==> config.mk <==
export PLATFORM = sky130hd
export DESIGN_NAME = traffic_light_ctrl_param
export DESIGN_NICKNAME = d
export VERILOG_FILES = /design/src/rtl/traffic_light_ctrl_param.sv
export SDC_FILE = /design/constraint.sdc
export NUM_CORES = 1
export LEC_CHECK = 0
export CAP_MARGIN = 40
export CORE_UTILIZATION = 48
export CTS_CLUSTER_SIZE = 25
export DETAILED_ROUTE_END_ITERATION = 16
export PLACE_DENSITY = 0.72
export SETUP_SLACK_MARGIN = 0.05
export SYNTH_ARGS = -nofsm -noshare
export SYNTH_HDL_FRONTEND = slang
export SYNTH_SLANG_ARGS = --single-unit
==> constraint.sdc <==
create_clock -name clk -period 3.35 [get_ports clk]
set_input_delay 0.67 -clock clk [delete_from_list [all_inputs] [get_ports clk]]
set_output_delay 0.67 -clock clk [all_outputs]
set_load 0.01 [all_outputs]
==> src/rtl/traffic_light_ctrl_param.sv <==
// Highway/local-road traffic light controller with actuated local-road green.
// Optional night flashing mode is built only when FLASH_MODE_EN is defined.
module traffic_light_ctrl_param #(
    parameter int HW_MIN_GREEN = 70,
    parameter int YELLOW       = 25,
    parameter int ALL_RED      = 1,
    parameter int LR_MIN_GREEN = 10,
    parameter int LR_MAX_GREEN = 70,
    parameter int FLASH_HALF   = 8,
    parameter int CNT_W        = 8
) (
    input  logic       clk,
    input  logic       rst_n,
    input  logic       lr_has_car,
    input  logic       flash_en,
    output logic [2:0] hw_light,
    output logic [2:0] lr_light,
    output logic [2:0] state_o
);

    // state   | meaning
    // HW_GO   | highway green, local red; waits for min green and a local car
    // HW_WAIT | highway yellow
    // TO_LR   | all-red clearance before local green
    // LR_GO   | local green; gap-out after min green or hard stop at max
    // LR_WAIT | local yellow
    // TO_HW   | all-red clearance before highway green
    // FLASH   | night mode: highway flashes yellow, local flashes red
    typedef enum logic [2:0] {
        HW_GO   = 3'b000,
        HW_WAIT = 3'b001,
        TO_LR   = 3'b010,
        LR_GO   = 3'b011,
        LR_WAIT = 3'b100,
`ifdef FLASH_MODE_EN
        TO_HW   = 3'b101,
        FLASH   = 3'b110
`else
        TO_HW   = 3'b101
`endif
    } state_t;

    localparam logic [2:0] LAMP_G   = 3'b100;
    localparam logic [2:0] LAMP_Y   = 3'b010;
    localparam logic [2:0] LAMP_R   = 3'b001;

    localparam logic [CNT_W-1:0] HW_MIN_M1     = CNT_W'(HW_MIN_GREEN - 1);
    localparam logic [CNT_W-1:0] YELLOW_M1     = CNT_W'(YELLOW - 1);
    localparam logic [CNT_W-1:0] ALL_RED_M1    = CNT_W'(ALL_RED - 1);
    localparam logic [CNT_W-1:0] LR_MIN_M1     = CNT_W'(LR_MIN_GREEN - 1);
    localparam logic [CNT_W-1:0] LR_MAX_M1     = CNT_W'(LR_MAX_GREEN - 1);
    localparam logic [CNT_W-1:0] FLASH_HALF_M1 = CNT_W'(FLASH_HALF - 1);

    state_t           state;
    state_t           state_next;
    logic [CNT_W-1:0] timer;

`ifdef FLASH_MODE_EN
    logic phase;
    logic flash_wrap;

    assign flash_wrap = (state == FLASH) && (timer == FLASH_HALF_M1);
`else
    logic [CNT_W:0] unused_cfg;

    assign unused_cfg = {flash_en, FLASH_HALF_M1};
`endif

    always_ff @(posedge clk or negedge rst_n) begin
        if (!rst_n) begin
            state <= HW_GO;
            timer <= '0;
        end else begin
            state <= state_next;
            if (state_next != state) begin
                timer <= '0;
`ifdef FLASH_MODE_EN
            end else if (flash_wrap) begin
                timer <= '0;
`endif
            end else if (timer != {CNT_W{1'b1}}) begin
                timer <= timer + 1'b1;
            end
        end
    end

`ifdef FLASH_MODE_EN
    // Phase restarts lit on every entry into FLASH.
    always_ff @(posedge clk or negedge rst_n) begin
        if (!rst_n) begin
            phase <= 1'b0;
        end else if (state_next == FLASH && state != FLASH) begin
            phase <= 1'b0;
        end else if (flash_wrap) begin
            phase <= ~phase;
        end
    end
`endif

    always_comb begin
        state_next = state;
        case (state)
            HW_GO:   if (timer >= HW_MIN_M1 && lr_has_car) state_next = HW_WAIT;
            HW_WAIT: if (timer == YELLOW_M1) state_next = TO_LR;
            TO_LR:   if (timer == ALL_RED_M1) state_next = LR_GO;
            LR_GO:   if (timer == LR_MAX_M1 || (timer >= LR_MIN_M1 && !lr_has_car))
                         state_next = LR_WAIT;
            LR_WAIT: if (timer == YELLOW_M1) state_next = TO_HW;
            TO_HW:   if (timer == ALL_RED_M1) state_next = HW_GO;
`ifdef FLASH_MODE_EN
            FLASH:   state_next = TO_HW;
`endif
            default: state_next = HW_GO;
        endcase
`ifdef FLASH_MODE_EN
        // Flash request overrides every normal transition.
        if (flash_en) state_next = FLASH;
`endif
    end

    always_comb begin
        hw_light = LAMP_R;
        lr_light = LAMP_R;
        case (state)
            HW_GO:   hw_light = LAMP_G;
            HW_WAIT: hw_light = LAMP_Y;
            LR_GO:   lr_light = LAMP_G;
            LR_WAIT: lr_light = LAMP_Y;
`ifdef FLASH_MODE_EN
            FLASH: begin
                hw_light = phase ? 3'b000 : LAMP_Y;
                lr_light = phase ? 3'b000 : LAMP_R;
            end
`endif
            default: begin
                hw_light = LAMP_R;
                lr_light = LAMP_R;
            end
        endcase
    end

    assign state_o = state;

endmodule

* Word-level counts from Yosys, hierarchy flattened
Cells that the tools add are included.
** Storage, ports and cells
- Word-level logic and storage cells :: 32
- Register bits :: 11
- Output and inout bits :: 9
** Cells by class
- Reduce and logical (&&, ||, !) cells :: 7
- Mux-type cells :: 11
- Equal/unequal tests :: 9
- Add/subtract/negate cells :: 1
- Magnitude comparators :: 2
** Operator list (count)
- 3-bit two-way mux :: 6
- 3-bit one-hot mux with 6 select lines :: 1
- 8-bit two-way mux :: 2
- 3-bit one-hot mux with 2 select lines :: 2
- 8-bit by 1-bit adder with 8-bit output, second input constant :: 1
- 8-bit by 5-bit equality test with 1-bit output, second input constant :: 1
- 8-bit by 7-bit equality test with 1-bit output, second input constant :: 1
- 8-bit by 4-bit >= comparator with 1-bit output, second input constant :: 1
- 8-bit by 7-bit >= comparator with 1-bit output, second input constant :: 1
- 8-bit logical NOT :: 1
- 8-bit != test, second input constant :: 1
- 3-bit by 2-bit equality test with 1-bit output, second input constant :: 2
- 3-bit equality test, second input constant :: 2
- 3-bit by 1-bit equality test with 1-bit output, second input constant :: 1
- 3-bit logical NOT :: 1
- 3-bit != test :: 1
- 1-bit logical AND :: 2
- 2-bit nonzero test :: 1
- 1-bit logical NOT :: 1
- 1-bit logical OR :: 1

* Longest topological paths before layout
- Depth in word-level cells :: 7
- Gate-level depth with buffers :: 6
- Depth with buffers taken out :: 6

* Least setup slack after synthesis
Ideal clock, no wire load.
- Path type :: register -> register
- Start :: register timer[0]
- End :: register state[0], in the netlist state_o[0]
- Cell stages (with the launch flop) :: 7
- Arrival :: 1.858 ns
- Slack :: 1.363 ns
- Cells stage by stage :: dfrtp_1 > inv_1 > ha_1 > or4b_4 > o41ai_1 > a2111oi_0 > a2111o_1
** On the way
- Cells in the longest elaborated chain, start to end :: 5
- Elaborated cells between the ends (all ways) :: 15
- Classes of those cells :: 2 x order compare; 2 x eq/ne; 7 x mux; 4 x reduce/logical
** Ends and longest elaborated chain
- from (decl) :: RTL line 56 : logic [CNT_W-1:0] timer;
- from (signal assigned) :: RTL line 82 : timer <= timer + 1'b1;
- 8-bit by 4-bit >= comparator with 1-bit output :: RTL line 106 : LR_GO: if (timer == LR_MAX_M1 || (timer >= LR_MIN_M1 && !lr_has_car))
- 1-bit logical AND :: RTL line 106
- 1-bit logical OR :: RTL line 106
- 3-bit two-way mux :: RTL line 106
- 3-bit one-hot mux with 6 select lines * :: RTL line 102 : case (state)
- net state_next[0] :: RTL line 55 : state_t state_next;
- to (signal assigned) :: RTL line 74 : state <= state_next;
- to (decl) :: RTL line 54 : state_t state;
The timed path passes the listed nets; every way through them passes the cells marked *.
A chain may end at the register's enable or synchronous reset.

* Final worst setup path
- Start :: register state[1], in the netlist state_o[1]
- End :: output lr_light[2]
** On the way
- Cells in the longest elaborated chain, start to end :: 2
- Elaborated cells between the ends (all ways) :: 3
- Classes of those cells :: 2 x eq/ne; 1 x mux
** Ends and longest elaborated chain
- 3-bit equality test or 3-bit by 2-bit equality test with 1-bit output (tied branches) :: RTL line 124 : case (state)
- 3-bit one-hot mux with 2 select lines * :: RTL line 124
- to (decl) :: RTL line 17 : output logic [2:0] lr_light,
Mark *: on every way between the ends. The rest lies on a longest branch, timed or not.

==> impl_metrics.toml <==
[power]
p_leak_nw = 0.422
finalPower_mw = 0.230
vdd_drop_max_mv = 0.256
cellPowerDensity_nw_per_um2 = 213

[die]
core_area_um2 = 1760
fp.dieW_um = 46.0
io_pins = 13
dieArea_um2 = 2120
chipHeight_um = 46.0
rows = 15
start_util_pct = 52.8

[yosys]
synthCells = 109
avgSynthCellArea_um2 = 8.54
synth_top_cell_area_share_pct = 29.6
netlist_top_cells_count = "dfrtp_1, nand2_1, inv_1"
yosysWarnings = 0
yosysSeqAreaShare_pct = 29.6
synth-main-ff-cell = "dfrtp_1"
syn_nets = 116
synth.distinct_cells = 46
synth.area.top_cells = "dfrtp_1, nor4_1, ha_1, nand2_1, nor3_1"
synthesis.area_um2 = 931
synth.most_common_cell = "dfrtp_1"
synth_seq_cells = 11
synth-edff-count = 0
yosys.area.top_type = "dfrtp_1"
ys_async_sr_fraction_pct = 100

[finish]
fillers = 157
nets = 127
diodes = 0
utilization_pct = 61.1
multi_input_area_um2 = 598
final_cells = 144
drive_gt1_share_pct = 11.8
regArea_um2 = 275
area_growth_pct = 15.9
fin_area_um2 = 1080

[placement]
dpl.hpwl_um = 1620
dp_cells = 140
place_ws_ps = 1040
gp_congestion = 0.903
place_area_um2 = 1050
numPortBuffers = 11

[timing]
skew_ps = 8.83
hold_ws_ps = 655
finalCriticalPeriod_ps = 2520
post-route-period-util_pct = 75.1
fmax_mhz = 397
setup-tns-final_ps = 0
rsz0062_at_grt = "no"
final-max-slew-violation-count = 0
finalWorstSetupSlack_ps = 834
hold_viol_final = 0
setup_viol = 0
tightest_slew_ps = 594
relSlewSlack_pct = 60.3

[grt]
grt_util_met2_pct = 35.5
grt_pass1_vias = 840
global_route.usage.met1_pct = 33.7
grt_util_all_layers_pct = 24.2
grt_max_degree = 15
grt_pass1_wl_um = 3670
overflow = 0
antenna_found_initial = 0
grt_use_met3_pct = 3.97
busiest_layer = "met2"

[detailed_routing]
vias = 910
ant_nets = 0
wire_per_inst_um = 15.3
first_pass_iters = 4
drc = 0
initialDrtViolationCount = 32
wirelength_um = 2210
avgViaCountPerCell = 6.32

[clock_network]
cts_buffer_depth = 2
post_cts_buffers = 0
postCtsHoldBufs = 0
cts_buffers = 3
clk_latency_ps = 270
cts_num_sinks = 11
cts_tree = "yes"
cts_max_level = 1
cts-root-buf = "clkbuf_4"
clk_pin_slew_ps = 70
ctsResizeCount = 0

[worst_setup_path]
crit_arrival_ps = 1850
startpoint_type = "register"
cp.required_ps = 2680
path_delay_family = "buffers and inverters"
path_cells = "nor2b_1 -> nand2_1 -> inv_1 -> clkdlybuf4s50_1"
endpoint_kind = "output port"
path_max_fanout = 12
slowest_stage = "dfrtp_1"
critical_path_class = "register to output port"
slowest_delay_ps = 560
ff2ff_path_depth = 6
path_buf_inv = 2
crit_cells = 4

[outcome]
run_status = "finished, final reports clean"

[worst_hold_path]
min_path_cells = 2
hold_class = "register to register"

[job]
drv_cap = 0
[final timing paths]
path                                 startpoint              endpoint  slack [ps]
hold reg to reg            timer[1]$_DFFE_PN0P_  timer[1]$_DFFE_PN0P_         650
min in group asynchronous                 rst_n  timer[7]$_DFFE_PN0P_         710
setup / recovery           state_o[1]$_DFF_PN0_           lr_light[2]         830
hold / removal             timer[1]$_DFFE_PN0P_  timer[1]$_DFFE_PN0P_         650
setup reg to reg           timer[0]$_DFFE_PN0P_  timer[3]$_DFFE_PN0P_        1110
max in group asynchronous                 rst_n  state_o[0]$_DFF_PN0_        2320
[logic make-up after synthesis]
| kind of cell | synth area share, % |
|---|---|
| AOI/OAI and AO/OA | 22.2 |
| and+or+nand+nor | 34.0 |
| DFF | 29.6 |
| adders and majority gates | 4.03 |
| muxes | 2.15 |
| buffers and inverters | 6.18 |
| xor gates and xnor gates | 1.88 |
[state kept, by name, indices dropped and copies added (netlist names)]
signal / count
state_o: 3
timer: 8
[placed cells by master, fill, tap and decap left out, types with 2 or more instances in the layout]
master,n
clkdlybuf4s50_1,11
dfrtp_1,11
nand2_1,9
inv_1,8
nor4_1,7
nor3_1,6
nor2_1,5
nand3_1,5
o21ai_0,3
o31ai_1,3
ha_1,3
clkbuf_4,3
nor3b_1,2
or2_2,2
a21oi_1,2
nor2b_1,2
o41ai_1,2
nand3b_1,2
a31oi_1,2
or3_1,2
nand4_1,2
xnor2_1,2
mux2i_1,2
[layer usage]
metal  vias up  wire length (µm)
met5         -                 0
met4         0                32
met3         4               138
met2        34              1020
met1       430              1010
li1        442                 -
[worst register-to-register path, stage by stage (launching register included)]
cell      delay, ps
dfrtp_1         420
inv_1           110
ha_1            210
nor4b_2         500
nand2_1         140
a211oi_2        580
nor4_1          140
[final cells by class]
type | instances | area share (%)
Inverter | 8 | 2.78
Tap cell | 25 | 2.90
Sequential cell | 11 | 25.5
Timing Repair Buffer | 12 | 10.9
Clock buffer | 4 | 2.44
Multi-Input combinational cell | 84 | 55.5
[report_power, final]
group | total (mW) | switching, mW | internal, mW
sequential | 0.133 | 0 | 0.133
combinational | 0.00740 | 0.00427 | 0.00314
clock | 0.0901 | 0.0440 | 0.0461
Power figures use the tool's default switching activity.
